## src/rtl/modbus_pkg.sv

```systemverilog
`default_nettype none
// ============================================================================
// Package     : modbus_pkg
// Description : Shared types and constants for the Modbus RTU receive framer:
//               FSM state encoding, CRC-16 constants, drop reason codes and a
//               one-byte CRC-16/Modbus update function.
// Revision    : 1.0  initial release
// ============================================================================
package modbus_pkg;

  typedef enum logic [2:0] {
    ST_HUNT  = 3'd0,
    ST_IDLE  = 3'd1,
    ST_RECV  = 3'd2,
    ST_CHECK = 3'd3,
    ST_READY = 3'd4
  } state_t;

  localparam logic [15:0] CRC_INIT = 16'hFFFF;
  localparam logic [15:0] CRC_POLY = 16'hA001;

  localparam logic [1:0] DROP_CRC   = 2'd0;
  localparam logic [1:0] DROP_SHORT = 2'd1;
  localparam logic [1:0] DROP_LONG  = 2'd2;
  localparam logic [1:0] DROP_UART  = 2'd3;

  // Shortest frame worth checking: address, function code, two CRC bytes.
  localparam int MIN_FRAME = 4;

  // Reflected CRC-16 update, all eight bit steps unrolled into one cycle.
  function automatic logic [15:0] crc16_byte(input logic [15:0] crc_in,
                                             input logic [7:0]  data);
    logic [15:0] c;
    c = crc_in ^ {8'h00, data};
    for (int i = 0; i < 8; i++) begin
      c = c[0] ? ((c >> 1) ^ CRC_POLY) : (c >> 1);
    end
    return c;
  endfunction

endpackage
`default_nettype wire

```

## src/rtl/modbus_rx_framer_if.sv

```systemverilog
`default_nettype none
// ============================================================================
// Interface   : modbus_rx_framer_if
// Description : UART receive handshake between the byte receiver (master)
//               and the frame sequencer (slave), plus the line-idle flag.
// Revision    : 1.0  initial release
// ============================================================================
interface modbus_rx_framer_if;
  logic [8:0] dataIn;
  logic       dataReceived;
  logic       parityError;
  logic       overflow;
  logic       silence;
  logic       receiveReq;

  modport master (
    output dataIn, dataReceived, parityError, overflow, silence,
    input  receiveReq
  );

  modport slave (
    input  dataIn, dataReceived, parityError, overflow, silence,
    output receiveReq
  );
endinterface
`default_nettype wire

```

## src/rtl/modbus_crc16.sv

```systemverilog
`default_nettype none
// ============================================================================
// Module      : modbus_crc16
// Description : Running CRC-16/Modbus register. clear restarts from the init
//               value; when clear and enable coincide the byte is folded
//               into a fresh CRC, so a frame's first byte is never lost.
// Revision    : 1.0  initial release
// ============================================================================
module modbus_crc16
  import modbus_pkg::*;
(
  input  logic        clk,
  input  logic        rst,
  input  logic        clear,
  input  logic        enable,
  input  logic [7:0]  data,
  output logic [15:0] crc
);

  // Accumulate one byte per enable, restarting from the init value on clear.
  always_ff @(posedge clk or negedge rst) begin
    if (!rst) begin
      crc <= CRC_INIT;
    end else if (enable) begin
      crc <= crc16_byte(clear ? CRC_INIT : crc, data);
    end else if (clear) begin
      crc <= CRC_INIT;
    end
  end

endmodule
`default_nettype wire

```

## src/rtl/modbus_rx_framer.sv

```systemverilog
`default_nettype none
// ============================================================================
// Module      : modbus_rx_framer
// Description : Pops bytes from the UART, delimits RTU frames on line
//               silence, checks CRC, length and unit address, and holds an
//               accepted frame in a local buffer until it is acknowledged.
// Revision    : 1.0  initial release
// ============================================================================
module modbus_rx_framer
  import modbus_pkg::*;
#(
  parameter logic [7:0] SLAVE_ADDR = 8'h37,
  parameter int         MAX_FRAME  = 256,
  parameter int         LEN_W      = 9
) (
  input  logic                 clk,
  input  logic                 rst,
  modbus_rx_framer_if.slave    uart,
  output logic                 frameValid,
  output logic [LEN_W-1:0]     frameLen,
  input  logic [7:0]           rdAddr,
  output logic [7:0]           rdData,
  input  logic                 frameAck,
  output logic                 dropPulse,
  output logic [1:0]           dropCode
);

  localparam int               IDX_W   = $clog2(MAX_FRAME);
  localparam logic [LEN_W-1:0] LEN_MAX = LEN_W'(MAX_FRAME);
  localparam logic [LEN_W-1:0] LEN_SAT = LEN_W'(MAX_FRAME + 1);
  localparam logic [LEN_W-1:0] LEN_MIN = LEN_W'(MIN_FRAME);

  state_t           r_state;
  logic             r_armed;
  logic             r_receive_req;
  logic             r_too_long;
  logic             r_uart_err;
  logic [LEN_W-1:0] r_len;
  logic [7:0]       r_buffer [MAX_FRAME];

  logic [15:0]      w_crc;
  logic [7:0]       w_byte;
  logic             w_byte_err;
  logic             w_hold;
  logic             w_pop;
  logic             w_in_frame;
  logic             w_store;
  logic [IDX_W-1:0] w_wr_idx;
  logic             w_addr_ok;
  logic             w_unused_bit;

  assign w_byte       = uart.dataIn[7:0];
  assign w_unused_bit = uart.dataIn[8];
  assign w_byte_err   = uart.parityError | uart.overflow;

  // A byte arriving with the closing silence, or during the check cycle,
  // is left pending in the UART so it opens the next frame from IDLE.
  assign w_hold = (r_state == ST_CHECK) || ((r_state == ST_RECV) && uart.silence);

  // Edge-armed pop: dataReceived must have been seen low since the last pop.
  assign w_pop = uart.dataReceived && r_armed && !r_receive_req && !w_hold;

  assign w_in_frame = (r_state == ST_IDLE) || (r_state == ST_RECV);
  assign w_store    = w_pop && ((r_state == ST_IDLE) ||
                                ((r_state == ST_RECV) && (r_len < LEN_MAX)));
  assign w_wr_idx   = (r_state == ST_IDLE) ? '0 : r_len[IDX_W-1:0];
  assign w_addr_ok  = (r_buffer[0] == SLAVE_ADDR) || (r_buffer[0] == 8'h00);

  assign uart.receiveReq = r_receive_req;
  assign rdData          = r_buffer[rdAddr[IDX_W-1:0]];

  modbus_crc16 u_crc (
    .clk    (clk),
    .rst    (rst),
    .clear  (r_state == ST_IDLE),
    .enable (w_pop && w_in_frame),
    .data   (w_byte),
    .crc    (w_crc)
  );

  // Frame buffer write; contents are meaningful only while frameValid is set.
  always_ff @(posedge clk) begin
    if (w_store) begin
      r_buffer[w_wr_idx] <= w_byte;
    end
  end

  // Pop handshake, frame sequencing FSM and registered status outputs.
  always_ff @(posedge clk or negedge rst) begin
    if (!rst) begin
      r_state       <= ST_HUNT;
      r_armed       <= 1'b0;
      r_receive_req <= 1'b0;
      r_too_long    <= 1'b0;
      r_uart_err    <= 1'b0;
      r_len         <= '0;
      frameValid    <= 1'b0;
      frameLen      <= '0;
      dropPulse     <= 1'b0;
      dropCode      <= 2'd0;
    end else begin
      r_receive_req <= w_pop;
      dropPulse     <= 1'b0;
      if (w_pop) begin
        r_armed <= 1'b0;
      end else if (!uart.dataReceived) begin
        r_armed <= 1'b1;
      end

      case (r_state)
        ST_HUNT: begin
          if (uart.silence) begin
            r_state <= ST_IDLE;
          end
        end

        ST_IDLE: begin
          r_len      <= '0;
          r_too_long <= 1'b0;
          r_uart_err <= 1'b0;
          if (w_pop) begin
            r_len      <= LEN_W'(1);
            r_uart_err <= w_byte_err;
            r_state    <= ST_RECV;
          end
        end

        ST_RECV: begin
          if (uart.silence) begin
            r_state <= ST_CHECK;
          end
          if (w_pop) begin
            if (r_len >= LEN_MAX) begin
              r_too_long <= 1'b1;
            end
            if (r_len != LEN_SAT) begin
              r_len <= r_len + LEN_W'(1);
            end
            if (w_byte_err) begin
              r_uart_err <= 1'b1;
            end
          end
        end

        ST_CHECK: begin
          r_state <= ST_IDLE;
          if (r_uart_err) begin
            dropPulse <= 1'b1;
            dropCode  <= DROP_UART;
          end else if (r_too_long) begin
            dropPulse <= 1'b1;
            dropCode  <= DROP_LONG;
          end else if (r_len < LEN_MIN) begin
            dropPulse <= 1'b1;
            dropCode  <= DROP_SHORT;
          end else if (w_crc != 16'h0000) begin
            dropPulse <= 1'b1;
            dropCode  <= DROP_CRC;
          end else if (w_addr_ok) begin
            frameValid <= 1'b1;
            frameLen   <= r_len;
            r_state    <= ST_READY;
          end
        end

        ST_READY: begin
          if (frameAck) begin
            frameValid <= 1'b0;
            r_state    <= uart.silence ? ST_IDLE : ST_HUNT;
          end
        end

        default: begin
          r_state <= ST_HUNT;
        end
      endcase
    end
  end

endmodule
`default_nettype wire
```

## src/flat_wrapper.sv

```systemverilog
// flat-port wrapper written by rule: the top's interface ports become plain ports
module modbus_rx_framer_flat import modbus_pkg::*;
#(
  parameter logic [7:0] SLAVE_ADDR = 8'h37,
  parameter int         MAX_FRAME  = 256,
  parameter int         LEN_W      = 9
)
  (clk, rst, frameValid, frameLen, rdAddr, rdData, frameAck, dropPulse, dropCode, uart_dataIn, uart_dataReceived, uart_parityError, uart_overflow, uart_silence, uart_receiveReq);
  modbus_rx_framer_if uart_i ();
  input  logic clk;
  input  logic rst;
  output logic frameValid;
  output logic [LEN_W-1:0] frameLen;
  input  logic [7:0] rdAddr;
  output logic [7:0] rdData;
  input  logic frameAck;
  output logic dropPulse;
  output logic [1:0] dropCode;
  input wire logic [$bits(uart_i.dataIn)-1:0] uart_dataIn;
  input wire logic [$bits(uart_i.dataReceived)-1:0] uart_dataReceived;
  input wire logic [$bits(uart_i.parityError)-1:0] uart_parityError;
  input wire logic [$bits(uart_i.overflow)-1:0] uart_overflow;
  input wire logic [$bits(uart_i.silence)-1:0] uart_silence;
  output wire logic [$bits(uart_i.receiveReq)-1:0] uart_receiveReq;
  assign uart_i.dataIn = uart_dataIn;
  assign uart_i.dataReceived = uart_dataReceived;
  assign uart_i.parityError = uart_parityError;
  assign uart_i.overflow = uart_overflow;
  assign uart_i.silence = uart_silence;
  assign uart_receiveReq = uart_i.receiveReq;
  modbus_rx_framer #(.SLAVE_ADDR(SLAVE_ADDR), .MAX_FRAME(MAX_FRAME), .LEN_W(LEN_W)) u_core (.clk(clk), .rst(rst), .uart(uart_i), .frameValid(frameValid), .frameLen(frameLen), .rdAddr(rdAddr), .rdData(rdData), .frameAck(frameAck), .dropPulse(dropPulse), .dropCode(dropCode));
endmodule
```

## config.mk

```make
export PLATFORM = sky130hd
export DESIGN_NAME = modbus_rx_framer_flat
export DESIGN_NICKNAME = d
export VERILOG_FILES = /design/src/rtl/modbus_pkg.sv /design/src/rtl/modbus_rx_framer_if.sv /design/src/rtl/modbus_crc16.sv /design/src/rtl/modbus_rx_framer.sv /design/src/flat_wrapper.sv
export SDC_FILE = /design/constraint.sdc
export NUM_CORES = 2
export LEC_CHECK = 0
export CAP_MARGIN = 20
export CORE_ASPECT_RATIO = 1.75
export CORE_UTILIZATION = 57
export CTS_CLUSTER_SIZE = 16
export DETAILED_ROUTE_END_ITERATION = 6
export PLACE_DENSITY = 0.75
export SYNTH_ARGS = -nofsm -noshare
export SYNTH_HDL_FRONTEND = slang
export SYNTH_HIERARCHICAL = 1
export SYNTH_SLANG_ARGS = --single-unit
```

## constraint.sdc

```tcl
create_clock -name clk -period 3.5 [get_ports clk]
set_clock_uncertainty 0.05 [all_clocks]
set_input_delay 0.7 -clock clk [delete_from_list [all_inputs] [get_ports clk]]
set_output_delay 0.7 -clock clk [all_outputs]
set_load 0.05 [all_outputs]
```

==> results by group <==
Place
  – Placed wire-length estimate after detailed placement: 139000 um
  – Worst-case setup slack after placement: -0.954 ns
  – Number of buffers inserted by port buffering: 44
  – Placed Cells incl. Taps: 6319
  – RePlAce Congestion: 0.902

Power and ir drop
  – Overall Power: 51.2 mW
  – Ratio of total power to cell area: 527 nW/um^2
  – Leakage Power: 32.1 nW
  – Maximum vdd drop: 598 uV

STA
  – Post-route setup TNS: -4.00 ns
  – Number of failing hold endpoints at the final stage: 0
  – Relative slew slack: 0.198
  – Final worst slack: -0.540 ns
  – Final critical-path share of the clock period: 1.15
  – Fmax achieved: 248 MHz
  – Unrepaired setup endpoints after global routing: yes
  – Max Transition Viols Final: 0
  – Slew at the pin with the worst max-slew slack: 1.20 ns
  – Number of setup violations in the final report: 8
  – Post-layout min period: 4.04 ns

Floorplan
  – Die Y-Extent: 503 um
  – Number of rows created at floorplan: 183
  – Number of I/O pins: 46
  – Floorplan core area: 142000 sq um
  – Width of the die: 288 um
  – Initial Util: 0.576
  – Total die area: 145000 sq um

Layout
  – Relative area change from synthesis to final layout: 18.9%
  – Number of inserted filler cells in the final layout: 8359
  – Fraction of layout cells with a size suffix above 1: 0.345
  – Fin nets: 4755
  – Final cell count without fillers: 6726

Detailed routing
  – Mean number of vias per cell: 6.61
  – Count of nets left with antenna violations after detail routing: 0
  – Via count: 44400
  – Routed len/inst: 32.8 um
  – Iteration-0 DRC count of the detailed router: 5296
  – DRC viols: 6
  – Number of iterations in the first detailed-routing pass: 7
  – Total Routed Length: 220000 um

Run status
  – Violations in the final reports: DRC, setup timing
  – Run status: finished with violations

Global route
  – Number of global-route vias before repair: 45800
  – Overall track demand over capacity in global routing: 0.308
  – Largest net degree at the start of global routing: 193
  – Number of antenna violations at the first check in global routing: 2
  – Sum of overflow across all layers after global routing: 0
  – First-pass GRT wire length: 315000 um

Hold path
  – Number of stages on the worst hold path: 1
  – Hold Crit Endpoint: u_core/r_buffer[46][1]
  – Tightest Hold Check Type: primary input to flip-flop
  – Startpoint of the lowest-slack hold path: uart_dataIn[1]

Synthesis
  – Net Count, Synth: 3992
  – Synth async-reset ratio: 0.0215
  – Count of unique library cells instantiated by Yosys: 77
  – Commonest register cell after synthesis: edfxtp_1
  – Cell area after technology mapping: 81800 sq um
  – Avg Cell Area, Syn: 20.6 sq um
  – Portion of the post-synthesis area used by sequential elements: 0.766
  – Synth Instances: 3966
  – Number of warnings printed during yosys synthesis: 6
  – Register bit count reported by yosys: 2093
  – Number of enable flip-flop cells after synthesis: 2048

Critical path
  – Worst setup path category: primary input to primary output
  – Beginning of the worst register-to-register path: u_core/r_state[2]
  – Capture instance of the worst register-to-register path: u_core/u_crc/crc[0]
  – Highest net fanout along the worst path: 13
  – Kind of capture point of the worst setup path: primary output
  – Setup slack, reg-to-reg: 0.22 ns
  – Critical path required time: 2.75 ns
  – Arr. time, crit path: 3.29 ns
  – Kind of start point of the critical path: primary input
  – Depth of the worst register-to-register path: 10

Clock tree
  – Maximum clock insertion buffer count: 3
  – Register clock-pin slew on the reported worst setup and hold paths: 0.06 ns
  – Number of clock sinks seen by CTS: 2093
  – CTS tree: yes
  – CTS Root Buffer Type: clkbuf_16
  – Number of H-tree levels: 4
  – Number of buffers created by CTS: 172
  – Clock insertion delay at the later pin of the skew report: 0.78 ns

Run
  – Max Cap Violations: 0
[worst max path at each step]
stage / startpoint / to / slack, ns
finish: rdAddr[0] / rdData[7] / -0.54
global route: rdAddr[0] / rdData[4] / -0.56
floorplan: rdAddr[0] / rdData[5] / -0.09
CTS: u_core/r_buffer[39][7] / rdData[7] / -0.54
global placement: rdAddr[0] / rdData[2] / -0.96
detailed placement: rdAddr[0] / rdData[6] / -0.95
[cell families after synthesis]
group,synth area share
DFF,0.766
buffers and inverters,0.0150
muxes,0.152
xor gates and xnor gates,0.00214
adders and majority gates,0.000306
and+or+nand+nor,0.0316
AOI/OAI and AO/OA,0.0339
[worst max-delay path: stages]
cell and delay, ns:
buf_16 0.15, buf_16 0.17, buf_4 0.12, mux4_2 0.53, mux4_2 0.62, nor2b_2 0.16, a311o_1 0.21, o211ai_1 0.21
and4_4 0.24, buf_12 0.15
[power breakdown]
part           internal (mW)  switching, mW
clock network           10.5           8.69
logic                   1.75           2.53
registers               27.7          0.146
[area by class of cell]
type                    instances  area, sq um  area share
multi-input cells            1623        18800       0.193
clock inverters                99          898     0.00923
flip-flops and latches       2093        62600       0.644
clock buffers                 220         4610      0.0474
diodes                          2         5.00   0.0000514
repair buffers                822         7960      0.0818
well taps                    1850         2310      0.0238
inverters                      17         70.1    0.000720
[state kept, by name (all words and copies together), names as in the netlist]
register and cells:
u_core/dropCode 2, u_core/dropPulse 1, u_core/frameLen 9, u_core/frameValid 1, u_core/r_armed 1, u_core/r_buffer 2048, u_core/r_len 9, u_core/r_state 3
u_core/r_too_long 1, u_core/r_uart_err 1, u_core/u_crc/crc 16, u_core/uart.receiveReq 1
[metrics by stage]
step | instance area, sq um | hold slack (ns) | utilization
global route | 97300 | 0.126 | 0.684
detailed placement | 89900 | 0.426 | 0.632
finish | 97300 | 0.157 | 0.684
global placement | 89900 | 0.413 | 0.632
floorplan | 82300 | 0.354 | -
CTS | 96700 | 0.0250 | 0.680
[what timing repair did]
| action | CTS | global route |
|---|---|---|
| hold endpoints to repair | 0 | 31 |
| setup endpoints to repair | 8 | 202 |
| buffers inserted | 55 | 23 |
| gates cloned | 7 | 0 |
| gates resized for setup | 129 | 59 |
| pin swaps | 30 | 31 |
| hold buffers | 0 | 1 |
[metal layers]
| layer | wire length [um] | vias to the layer above | global-route usage |
|---|---|---|---|
| met3 | 16600 | 691 | 0.0505 |
| met2 | 116000 | 2703 | 0.533 |
| met1 | 69800 | 23000 | 0.341 |
| met5 | 13 | - | 0 |
| met4 | 18600 | 2 | 0.232 |
| li1 | - | 18000 | - |
[Yosys cell counts, drive strengths merged (7+ instances only)]
library cell | count | area share
a22oi | 36 | 0.0033
o211ai | 9 | 0.00083
xor2 | 8 | 0.00086
a32oi | 9 | 0.00096
and3 | 12 | 0.00092
nor3b | 8 | 0.00073
nand3 | 27 | 0.0018
mux2 | 17 | 0.0023
o31ai | 12 | 0.0011
a21oi | 70 | 0.0043
o22ai | 34 | 0.0026
or3 | 7 | 0.00060
o21ai | 36 | 0.0022
a211oi | 15 | 0.0014
clkbuf | 116 | 0.0053
buf | 117 | 0.0089
nand2 | 117 | 0.0054
mux2i | 152 | 0.019
a31oi | 7 | 0.00054
and2 | 8 | 0.00061
edfxtp | 2048 | 0.75
mux4 | 475 | 0.13
nor2b | 14 | 0.0011
nor4 | 18 | 0.0016
a22o | 35 | 0.0037
nor3 | 33 | 0.0020
nor2 | 309 | 0.014
dfstp | 16 | 0.0051
inv | 15 | 0.00069
xnor2 | 12 | 0.0013
dfrtp | 29 | 0.0089
a221oi | 22 | 0.0024
o221ai | 50 | 0.0054
[layout by cell type (no fill, tap or decap), types with 30 or more instances in the layout]
cell type | netlist | final
a21oi_1 | 70 | 65
a22o_1 | 35 | 32
a22oi_1 | 36 | 30
buf_12 | 0 | 92
buf_4 | 34 | 648
clkbuf_1 | 116 | 41
clkbuf_16 | 0 | 177
clkinv_1 | 2 | 38
edfxtp_1 | 2048 | 2048
mux2i_1 | 152 | 148
mux4_2 | 475 | 475
nand2_1 | 117 | 107
nor2_1 | 309 | 305
o221ai_1 | 50 | 47
Note: power is estimated with default switching activity, not from simulation.
